**src/rtl/soc_noc_loopback_if.sv**
```systemverilog
// -----------------------------------------------------------------------------
// soc_noc_loopback_if
// Flit handshake bundle between a tile NoC port and the loopback block.
//   in_flit/in_last/in_valid   : tile -> loopback flits, in_ready back-pressure
//   out_flit/out_last/out_valid: loopback -> tile flits, out_ready back-pressure
// Modports:
//   master : tile side (drives in_* flits and out_ready)
//   slave  : loopback side (drives in_ready and out_* flits)
// -----------------------------------------------------------------------------
interface soc_noc_loopback_if #(
    parameter int CHANNELS   = 2,
    parameter int FLIT_WIDTH = 32
);
    logic [CHANNELS-1:0][FLIT_WIDTH-1:0] in_flit;
    logic [CHANNELS-1:0]                 in_last;
    logic [CHANNELS-1:0]                 in_valid;
    logic [CHANNELS-1:0]                 in_ready;
    logic [CHANNELS-1:0][FLIT_WIDTH-1:0] out_flit;
    logic [CHANNELS-1:0]                 out_last;
    logic [CHANNELS-1:0]                 out_valid;
    logic [CHANNELS-1:0]                 out_ready;

    modport master (
        output in_flit, in_last, in_valid, out_ready,
        input  in_ready, out_flit, out_last, out_valid
    );

    modport slave (
        input  in_flit, in_last, in_valid, out_ready,
        output in_ready, out_flit, out_last, out_valid
    );
endinterface

```
**src/rtl/soc_noc_loopback.sv**
```systemverilog
// -----------------------------------------------------------------------------
// soc_noc_loopback
// Per-channel store-and-forward loopback of NoC packets. Each channel buffers
// a packet in its own FIFO and returns it once its last flit is stored; a
// packet larger than the FIFO starts cut-through when the FIFO fills. Header
// flits optionally come back with dest/src IDs exchanged.
// Ports:
//   clk, rst_n : clock, asynchronous active-low reset
//   enable     : gates acceptance of new packets and start of new output packets
//   noc        : flit handshake bundle (slave modport)
//   pkt_count  : per-channel count of fully returned packets, saturating
// -----------------------------------------------------------------------------
module soc_noc_loopback #(
    parameter int CHANNELS   = 2,
    parameter int FLIT_WIDTH = 32,
    parameter int DEPTH      = 16,
    parameter int SWAP_IDS   = 1,
    parameter int ID_BITS    = 5
) (
    input  logic                       clk,
    input  logic                       rst_n,
    input  logic                       enable,
    soc_noc_loopback_if.slave          noc,
    output logic [CHANNELS-1:0][15:0]  pkt_count
);
    localparam int            AW   = $clog2(DEPTH);
    localparam logic [AW:0]   FULL = (AW+1)'(DEPTH);

    // Holds in_ready low until the first clock edge after reset release.
    logic rst_done;

    always_ff @(posedge clk or negedge rst_n) begin
        if (!rst_n) rst_done <= 1'b0;
        else        rst_done <= 1'b1;
    end

    logic [CHANNELS-1:0]                 in_ready_v;
    logic [CHANNELS-1:0]                 out_valid_v;
    logic [CHANNELS-1:0]                 out_last_v;
    logic [CHANNELS-1:0][FLIT_WIDTH-1:0] out_flit_v;

    assign noc.in_ready  = in_ready_v;
    assign noc.out_valid = out_valid_v;
    assign noc.out_last  = out_last_v;
    assign noc.out_flit  = out_flit_v;

    for (genvar c = 0; c < CHANNELS; c++) begin : g_ch
        logic [FLIT_WIDTH:0]   mem [DEPTH];
        logic [AW-1:0]         wr_ptr, rd_ptr;
        logic [AW:0]           occ, complete;
        logic                  in_mid, out_mid, out_hdr;
        logic [15:0]           pkt_cnt;
        logic                  wr_en, rd_en, wr_last, rd_last, out_active;
        logic [FLIT_WIDTH:0]   head;
        logic [FLIT_WIDTH-1:0] head_flit;

        assign head    = mem[rd_ptr];
        assign wr_en   = noc.in_valid[c] & in_ready_v[c];
        assign rd_en   = out_valid_v[c] & noc.out_ready[c];
        assign wr_last = wr_en & noc.in_last[c];
        assign rd_last = rd_en & head[FLIT_WIDTH];

        // A started packet keeps going regardless of enable; a new one needs
        // enable plus either a complete stored packet or a full FIFO (the
        // latter is the cut-through case for oversize packets).
        assign out_active = out_mid | (enable & ((complete != '0) | (occ == FULL)));

        assign in_ready_v[c]  = rst_done & (occ < FULL) & (enable | in_mid);
        assign out_valid_v[c] = rst_done & out_active & (occ != '0);
        assign out_last_v[c]  = out_valid_v[c] & head[FLIT_WIDTH];
        assign out_flit_v[c]  = out_valid_v[c] ? head_flit : '0;
        assign pkt_count[c]   = pkt_cnt;

        always_comb begin
            // NOTE: default assigned first so no path leaves head_flit unassigned (no latch).
            head_flit = head[FLIT_WIDTH-1:0];
            if (SWAP_IDS != 0 && out_hdr) begin
                head_flit[FLIT_WIDTH-1 -: ID_BITS] = head[FLIT_WIDTH-9 -: ID_BITS];
                head_flit[FLIT_WIDTH-9 -: ID_BITS] = head[FLIT_WIDTH-1 -: ID_BITS];
            end
        end

        // NOTE: flit storage is deliberately not reset; occupancy and pointers
        // decide what is valid, so stale contents are never observed.
        always_ff @(posedge clk) begin
            if (wr_en) mem[wr_ptr] <= {noc.in_last[c], noc.in_flit[c]};
        end

        // NOTE: all state below uses non-blocking assignments so every flop
        // samples pre-edge values regardless of statement order.
        always_ff @(posedge clk or negedge rst_n) begin
            if (!rst_n) begin
                wr_ptr   <= '0;
                rd_ptr   <= '0;
                occ      <= '0;
                complete <= '0;
                in_mid   <= 1'b0;
                out_mid  <= 1'b0;
                out_hdr  <= 1'b1;
                pkt_cnt  <= '0;
            end else begin
                if (wr_en) begin
                    wr_ptr <= wr_ptr + AW'(1);
                    in_mid <= ~noc.in_last[c];
                end
                if (rd_en) begin
                    rd_ptr  <= rd_ptr + AW'(1);
                    out_hdr <= head[FLIT_WIDTH];
                end
                occ      <= occ + (AW+1)'(wr_en) - (AW+1)'(rd_en);
                complete <= complete + (AW+1)'(wr_last) - (AW+1)'(rd_last);
                // Once valid is shown the packet is committed until its last flit leaves.
                out_mid  <= out_active & ~rd_last;
                if (rd_last && pkt_cnt != 16'hFFFF) pkt_cnt <= pkt_cnt + 16'd1;
            end
        end
    end
endmodule

```
**src/flat_wrapper.sv**
```systemverilog
// flat-port wrapper written by rule: the top's interface ports become plain ports
module soc_noc_loopback_flat 
#(
    parameter int CHANNELS   = 2,
    parameter int FLIT_WIDTH = 32,
    parameter int DEPTH      = 16,
    parameter int SWAP_IDS   = 1,
    parameter int ID_BITS    = 5
)
  (clk, rst_n, enable, pkt_count, noc_in_flit, noc_in_last, noc_in_valid, noc_out_ready, noc_in_ready, noc_out_flit, noc_out_last, noc_out_valid);
  soc_noc_loopback_if #(.CHANNELS(CHANNELS), .FLIT_WIDTH(FLIT_WIDTH)) noc_i ();
  input  logic clk;
  input  logic rst_n;
  input  logic enable;
  output logic [CHANNELS-1:0][15:0] pkt_count;
  input wire logic [$bits(noc_i.in_flit)-1:0] noc_in_flit;
  input wire logic [$bits(noc_i.in_last)-1:0] noc_in_last;
  input wire logic [$bits(noc_i.in_valid)-1:0] noc_in_valid;
  input wire logic [$bits(noc_i.out_ready)-1:0] noc_out_ready;
  output wire logic [$bits(noc_i.in_ready)-1:0] noc_in_ready;
  output wire logic [$bits(noc_i.out_flit)-1:0] noc_out_flit;
  output wire logic [$bits(noc_i.out_last)-1:0] noc_out_last;
  output wire logic [$bits(noc_i.out_valid)-1:0] noc_out_valid;
  assign noc_i.in_flit = noc_in_flit;
  assign noc_i.in_last = noc_in_last;
  assign noc_i.in_valid = noc_in_valid;
  assign noc_i.out_ready = noc_out_ready;
  assign noc_in_ready = noc_i.in_ready;
  assign noc_out_flit = noc_i.out_flit;
  assign noc_out_last = noc_i.out_last;
  assign noc_out_valid = noc_i.out_valid;
  soc_noc_loopback #(.CHANNELS(CHANNELS), .FLIT_WIDTH(FLIT_WIDTH), .DEPTH(DEPTH), .SWAP_IDS(SWAP_IDS), .ID_BITS(ID_BITS)) u_core (.clk(clk), .rst_n(rst_n), .enable(enable), .noc(noc_i), .pkt_count(pkt_count));
endmodule
```
**config.mk**
```make
export PLATFORM = sky130hd
export DESIGN_NAME = soc_noc_loopback_flat
export DESIGN_NICKNAME = d
export VERILOG_FILES = /design/src/rtl/soc_noc_loopback_if.sv /design/src/rtl/soc_noc_loopback.sv /design/src/flat_wrapper.sv
export SDC_FILE = /design/constraint.sdc
export NUM_CORES = 1
export LEC_CHECK = 0
export ABC_AREA = 1
export CORE_MARGIN = 5
export CORE_UTILIZATION = 45
export DETAILED_ROUTE_END_ITERATION = 12
export MAX_ROUTING_LAYER = met4
export PLACE_DENSITY_LB_ADDON = 0.3
export SLEW_MARGIN = 25
export SYNTH_ARGS = -nofsm -noshare
export SYNTH_HDL_FRONTEND = slang
export SYNTH_SLANG_ARGS = --single-unit
```
**constraint.sdc**
```tcl
create_clock -name clk -period 3.9 [get_ports clk]
set_input_delay 0.78 -clock clk [delete_from_list [all_inputs] [get_ports clk]]
set_output_delay 0.78 -clock clk [all_outputs]
set_load 0.05 [all_outputs]
```
==> qor.yml, run 1 <==
sta:
  slew_headroom: 0.506
  drv_slew: 0
  layout_min_cycle_time_ns: 3.74
  hold_viol_final: 0
  setup_violations: 0
  whs_ns: 0.0928
  fin_tns_setup_ns: 0
  fin_crit_sh: 0.959
  fmaxAchievable_ghz: 0.267
  finClkSkew_ns: 0.0529
  tightest_slew_ns: 0.738
  finalWorstSetupSlack_ns: 0.158
drt:
  drtAntennaViolNets: 0
  vias: 30600
  dr.pass1.iters: 6
  drtIter0Drc: 2653
  wl_um: 117000
  vias_per_cell: 5.52
  drc: 0
  routedWlPerCell_um: 21.1
synth:
  synth_flop_cell: "edfxtp_1"
  ys_seq_elements: 1131
  synth_fp_nets: 4001
  yosysSeqAreaShare: 0.719
  yosysWarnings: 0
  synth_edf_count: 1056
  netlist_instances: 3888
  avgSynthCellArea_sq_um: 12.0
  synth-async-reset-ratio: 0.0663
  ys_types: 36
  synth_area_sq_um: 46700
outcome:
  status: "completed"
finish:
  mostFrequentLayoutCell: "nand2_1"
  mostFrequentLayoutCells: "nand2_1 (1155), edfxtp_1 (1056), nand3_1 (391), a21oi_1 (377), a22oi_1 (176)"
  utilization: 0.533
  fill_cells: 8622
  fin_nets: 4159
  areaGrowthSynthToFinish_pct: 17.9
  drive_above_1_share: 0.0986
  post_layout_nonfiller_instances: 5538
  final_area_sq_um: 55100
power:
  vdd_ir_drop_max_mv: 0.647
  power_density_nw_per_um2: 751
  power_mw: 41.4
  leakage_nw: 20.0
setup_path:
  cp.arrival_ns: 2.96
  required_ns: 3.12
  critPathTopFamily: "buffers and inverters"
  worstPathMaxFanout: 54
  start_kind: "register"
  crit_chain: "clkinv_16 -> buf_16 -> buf_12 -> a21oi_1 -> a22oi_1 -> nand2_1 -> nand3_1 -> nand2_1 -> nor2_1 -> buf_12"
  cp.buffers_inverters: 4
  cp_slowest_cell: "dfrtp_4"
  slowest_delay_ns: 0.60
  worst_setup_path_end_kind: "output pin"
  crit_type: "register to output pin"
floorplan:
  die_h_um: 332
  die-area_sq_um: 110000
  core_area_sq_um: 103000
  rows: 118
  die_w_um: 332
  ios: 175
  start_util: 0.452
global_route:
  gr-total-overflow: 0
  grtUsageTotal: 0.211
  grt_pass1_wl_um: 177000
  grt_pass1_vias: 29600
  grt_max_degree: 116
  antenna_found_initial: 12
clocking:
  cts_buffer_depth: 3
  insertion_delay_ns: 0.72
  hold_buffers: 0
  clk_pin_slew_ns: 0.06
  cts_sinks: 1131
  numCtsBuffers: 114
  cts_tree: "built"
  cts-htree-levels: 3
  cts_root_buffer: "clkbuf_16"
placement:
  postPlaceCellArea_sq_um: 51000
  globalplace.congestion: 0.786
  place_ws_ns: 0.487
  dpl.hpwl_um: 62500
  place_inst: 5300
  portBuffers: 174
job:
  max-cap-violations: 0
hold_path:
  hold_class: "input port to async pin"
worst reg2reg max path, cell delays in order (launching register included):
cell and delay, ns:
dfrtp_4 0.60, clkinv_16 0.23, o211ai_1 0.24, nand3_1 0.09
nand3_1 0.10, nand2_1 0.16, nand2_1 0.14, inv_1 0.06
ha_1 0.26, inv_1 0.05, ha_1 0.15, inv_1 0.06
fa_1 0.42, o21ai_0 0.21, a21oi_1 0.10, xor2_1 0.15
synth_stat cells (3+ instances only):
master       n  area share
o21ai_0     21      0.0022
xor2_1      35      0.0066
buf_1       28      0.0022
clkinv_1     3     0.00024
inv_2        4     0.00032
nand3_1    391       0.042
nor2_1     135       0.011
xnor2_1      8      0.0015
a22oi_1    176       0.028
nand2_1   1155       0.093
a21oi_1    377       0.040
dfrtp_1     73       0.039
edfxtp_1  1056        0.68
fa_1         4      0.0017
nand4_1     38      0.0051
buf_4       44      0.0071
ha_1        36      0.0096
clkbuf_1    40      0.0032
buf_6        7      0.0017
buf_2      120       0.013
nor3_1      10      0.0011
nor2_2       4     0.00054
inv_1      104      0.0084
power by group:
group	switching (mW)	total, mW	internal [mW]
combinational	10.6	16.0	5.44
sequential	0.512	14.3	13.8
clock	4.64	11.0	6.40
total	15.7	41.4	25.7
state kept, by name, indices dropped and copies added (netlist names):
register / count
u_core.g_ch.mem: 1056
u_core.g_ch.pkt_cnt: 32
u_core.g_ch.complete: 10
u_core.g_ch.occ: 10
u_core.g_ch.rd_ptr: 8
u_core.g_ch.wr_ptr: 8
u_core.g_ch.in_mid: 2
u_core.g_ch.out_hdr: 2
u_core.g_ch.out_mid: 2
u_core.rst_done: 1
path summary, 6_finish.rpt:
path	start	endpoint	slack [ns]	cells past startpoint
max	u_core.g_ch[0].rd_ptr[0]$_DFFE_PN0P_	noc_out_flit[0]	0.16	10
min	rst_n	u_core.g_ch[0].pkt_cnt[1]$_DFFE_PN0P_	0.09	1
max reg2reg	u_core.g_ch[0].rd_ptr[0]$_DFFE_PN0P_	u_core.g_ch[0].complete[4]$_DFF_PN0_	0.74	15
min reg2reg	u_core.g_ch[1].in_mid$_DFFE_PN0P_	u_core.g_ch[1].in_mid$_DFFE_PN0P_	0.50	2
max in group asynchronous	rst_n	u_core.g_ch[0].out_hdr$_DFFE_PN1P_	3.05	2
min in group clk	u_core.g_ch[1].in_mid$_DFFE_PN0P_	u_core.g_ch[1].in_mid$_DFFE_PN0P_	0.50	2
area by class of cell:
cell class	instances	area, sq um	share of cell area
diodes	12	30.0	0.000545
clock inverters	75	837	0.0152
multi-input cells	2406	11700	0.212
flip-flops and latches	1131	33600	0.610
well taps	1380	1730	0.0313
repair buffers	281	3710	0.0674
clock buffers	141	2990	0.0543
inverters	112	483	0.00877
metal layers:
metal	vias to the layer above	GRT usage	wire length (um)
li1	14200	-	-
met4	0	0.0610	2830
met1	15100	0.281	49500
met3	188	0.0426	8780
met5	-	-	0
met2	1075	0.332	55500
what timing repair did:
item,in CTS,in global routing
gates resized for setup,5,14
gates cloned,2,1
pin swaps,0,0
endpoints found under the setup margin,40,51
setup buffers,0,7
cell families after synthesis:
kind of cell,Yosys count,synth area share
compound gates,579,0.0717
xor+xnor,43,0.00806
simple gates,1743,0.154
fa+ha+maj,40,0.0114
buf+inv,351,0.0361
other cells,1,0.0000803
flops,1131,0.719
Power figures use the tool's default switching activity.
==> run 2: changes to the inputs <==
--- a/config.mk
+++ b/config.mk
@@ -9,8 +9,10 @@
 export CORE_MARGIN = 5
 export CORE_UTILIZATION = 45
 export DETAILED_ROUTE_END_ITERATION = 12
+export GPL_TIMING_DRIVEN = 0
 export MAX_ROUTING_LAYER = met4
 export PLACE_DENSITY_LB_ADDON = 0.3
+export SKIP_LAST_GASP = 1
 export SLEW_MARGIN = 25
 export SYNTH_ARGS = -nofsm -noshare
 export SYNTH_HDL_FRONTEND = slang
==> run 2 against run 1 <==
Sequential power hardly changed. Clock power hardly changed. Power barely moved. Utilization is 0.43 points higher. Die area stayed put. Hold slack better by 0.38 ns. First-iteration DRC count rose by 59%. Critical path type unchanged. Critical endpoint is now noc_out_flit[58]. Highest routed layer unchanged.
==> qor.yml, run 2 (synthesis gave the netlist of run 1 again) <==
global_route:
  grt_pass1_wl_um: 197000  # +12%
  grt_max_degree: 60  # -48%
  grtUsageTotal: 0.241  # +0.0302
  antenna_found_initial: 6  # -6
  grt_pass1_vias: 31600  # +6.9%
  gr-total-overflow: 0  # unchanged
clocking:
  post-cts-setup-buffers: 0  # unchanged
  cts-htree-levels: 3  # unchanged
  clk_pin_slew_ns: 0.06  # about the same
  cts_buffer_depth: 3  # unchanged
  cts_sinks: 1131  # unchanged
  numCtsBuffers: 111  # -2.6%
  cts_tree: "built"
  insertion_delay_ns: 0.71  # about the same
  cts_root_buffer: "clkbuf_16"
sta:
  layout_min_cycle_time_ns: 3.84  # +0.0953 ns
  slew_headroom: 0.447  # -0.0591
  setup_violations: 0  # unchanged
  hold_viol_final: 0  # unchanged
  rsz0062_at_grt: "true"
  whs_ns: 0.473  # +0.380 ns
  fin_tns_setup_ns: 0  # unchanged
  finClkSkew_ns: 0.0219  # -0.0310 ns
  finalWorstSetupSlack_ns: 0.0631  # -0.0953 ns
  fmaxAchievable_ghz: 0.261  # -2.5%
  tightest_slew_ns: 0.826  # +0.0884 ns
  fin_crit_sh: 0.984  # +0.0244
  drv_slew: 0  # unchanged
floorplan:
  core_area_sq_um: 103000  # unchanged
  start_util: 0.452  # unchanged
  ios: 175  # unchanged
  rows: 118  # unchanged
  die-area_sq_um: 110000  # unchanged
  die_h_um: 332  # unchanged
  die_w_um: 332  # unchanged
placement:
  dpl.hpwl_um: 87700  # +40%
  place_ws_ns: -0.634  # -1.12 ns
  postPlaceCellArea_sq_um: 51900  # +1.7%
  portBuffers: 174  # unchanged
  globalplace.congestion: 0.849  # +8.0%
drt:
  vias_per_cell: 5.70  # +3.2%
  drtAntennaViolNets: 0  # unchanged
  routedWlPerCell_um: 23.3  # +10%
  drtIter0Drc: 4216  # +59%
  drc: 0  # unchanged
  vias: 32600  # +6.5%
  wl_um: 133000  # +14%
  dr.pass1.iters: 6  # unchanged
finish:
  fin_nets: 4347  # +4.5%
  regMostFlops: "u_core.g_ch.mem"
  mostFrequentLayoutCells: "nand2_1 (1154), edfxtp_1 (1056), nand3_1 (391), a21oi_1 (375), a22oi_1 (175)"
  drive_above_1_share: 0.129  # +0.0304
  fill_cells: 8637  # +0.17%
  reg.largest.list: "u_core.g_ch.mem (1056), u_core.g_ch.pkt_cnt (32)"
  areaGrowthSynthToFinish_pct: 18.9
  largest_reg_flops: 1056  # unchanged
  final_area_sq_um: 55500  # +0.82%
  utilization: 0.537  # +0.00435
  mostFrequentLayoutCell: "nand2_1"
setup_path:
  slowest_delay_ns: 0.41  # -0.19 ns
  r2r_end: "u_core.g_ch[0].complete[4]$_DFF_PN0_"
  crit_chain: "buf_2 -> buf_2 -> clkbuf_2 -> nand2_1 -> nand3_1 -> nand2_1 -> nor2_1 -> clkdlybuf4s15_2"
  cp_slowest_cell: "dfrtp_1"
  ff2ff_path_depth: 20  # +5
  worstPathMaxFanout: 10  # -81%
  worstSetupStartpoint: "u_core.g_ch[1].rd_ptr[2]$_DFFE_PN0P_"
  reg2reg_slack_ns: 0.31  # -0.43 ns
  start_kind: "register"
  required_ns: 3.12  # about the same
  crit_type: "register to output pin"
  r2r-start: "u_core.g_ch[0].complete[2]$_DFF_PN0_"
  worst_setup_path_end_kind: "output pin"
  cp.arrival_ns: 3.06  # +0.10 ns
outcome:
  status: "completed"
hold_path:
  hold_class: "input port to async pin"
job:
  max-cap-violations: 0  # unchanged
power:
  leakage_nw: 20.5  # +2.6%
  vdd_ir_drop_max_mv: 0.625  # -3.3%
  power_density_nw_per_um2: 745  # -0.83%
==> run 2: report_power, final <==
| part | switching (mW) | internal (mW) | total [mW] | leakage (nW) |
|---|---|---|---|---|
| Clock | 4.67 | 6.06 | 10.7 | 1.79 |
| Sequential | 0.300 | 13.8 | 14.1 | 10.4 |
| Combinational | 11.8 | 4.72 | 16.5 | 8.27 |
==> run 2: worst max-delay path by stage <==
stage | endpoint | slack [ns] | cells after the start
5_1_grt | noc_out_flit[58] | -0.03 | 11
4_1_cts | noc_out_flit[3] | -0.18 | 11
3_5_place_dp | noc_out_last[0] | -0.63 | 6
3_3_place_gp | u_core.g_ch[0].mem[9][7]$_DFFE_PP_ | -2.78 | 7
6_report | noc_out_flit[58] | 0.06 | 8
2_1_floorplan | u_core.g_ch[0].mem[11][0]$_DFFE_PP_ | -0.51 | 6
==> run 2: worst max-delay path, delay by kind of cell, from the launching register on <==
kind,cells,cell delay (ns)
AND/OR/NAND/NOR,4,0.48
buffers and inverters,4,1.45
flip-flops,1,0.41
==> run 2: cell type report <==
type                    count  area (sq um)  area share
well taps                1380          1730      0.0311
clock buffers             153          3070      0.0552
multi-input cells        2406         11700       0.211
clock inverters            58           583      0.0105
flip-flops and latches   1131         33600       0.605
diodes                      4          10.0    0.000180
plain buffers             239          1430      0.0258
repair buffers            233          2980      0.0537
inverters                 112           430     0.00775
==> run 2: metrics by stage <==
| step | power (mW) | instances |
|---|---|---|
| final | 41.4 | 5716 |
| after global routing | 43.3 | 5716 |
| after CTS | 41.3 | 5712 |
| after detailed placement | 30.7 | 5500 |
| after global placement | 30.3 | 5442 |
| after floorplan | 24.7 | 3888 |
==> run 2: routing by layer <==
layer	up-vias	GRT usage	wire length [um]
met4	0	0.0738	3890
met3	266	0.0358	12400
met2	1780	0.378	62700
met5	-	-	0
met1	16000	0.330	54000
li1	14600	-	-
==> run 2: repair_timing <==
item / CTS / global route
setup endpoints to repair: 68 / 66
endpoints found under the hold margin: 16 / 0
gates resized for setup: 258 / 141
hold buffers: 1 / 0
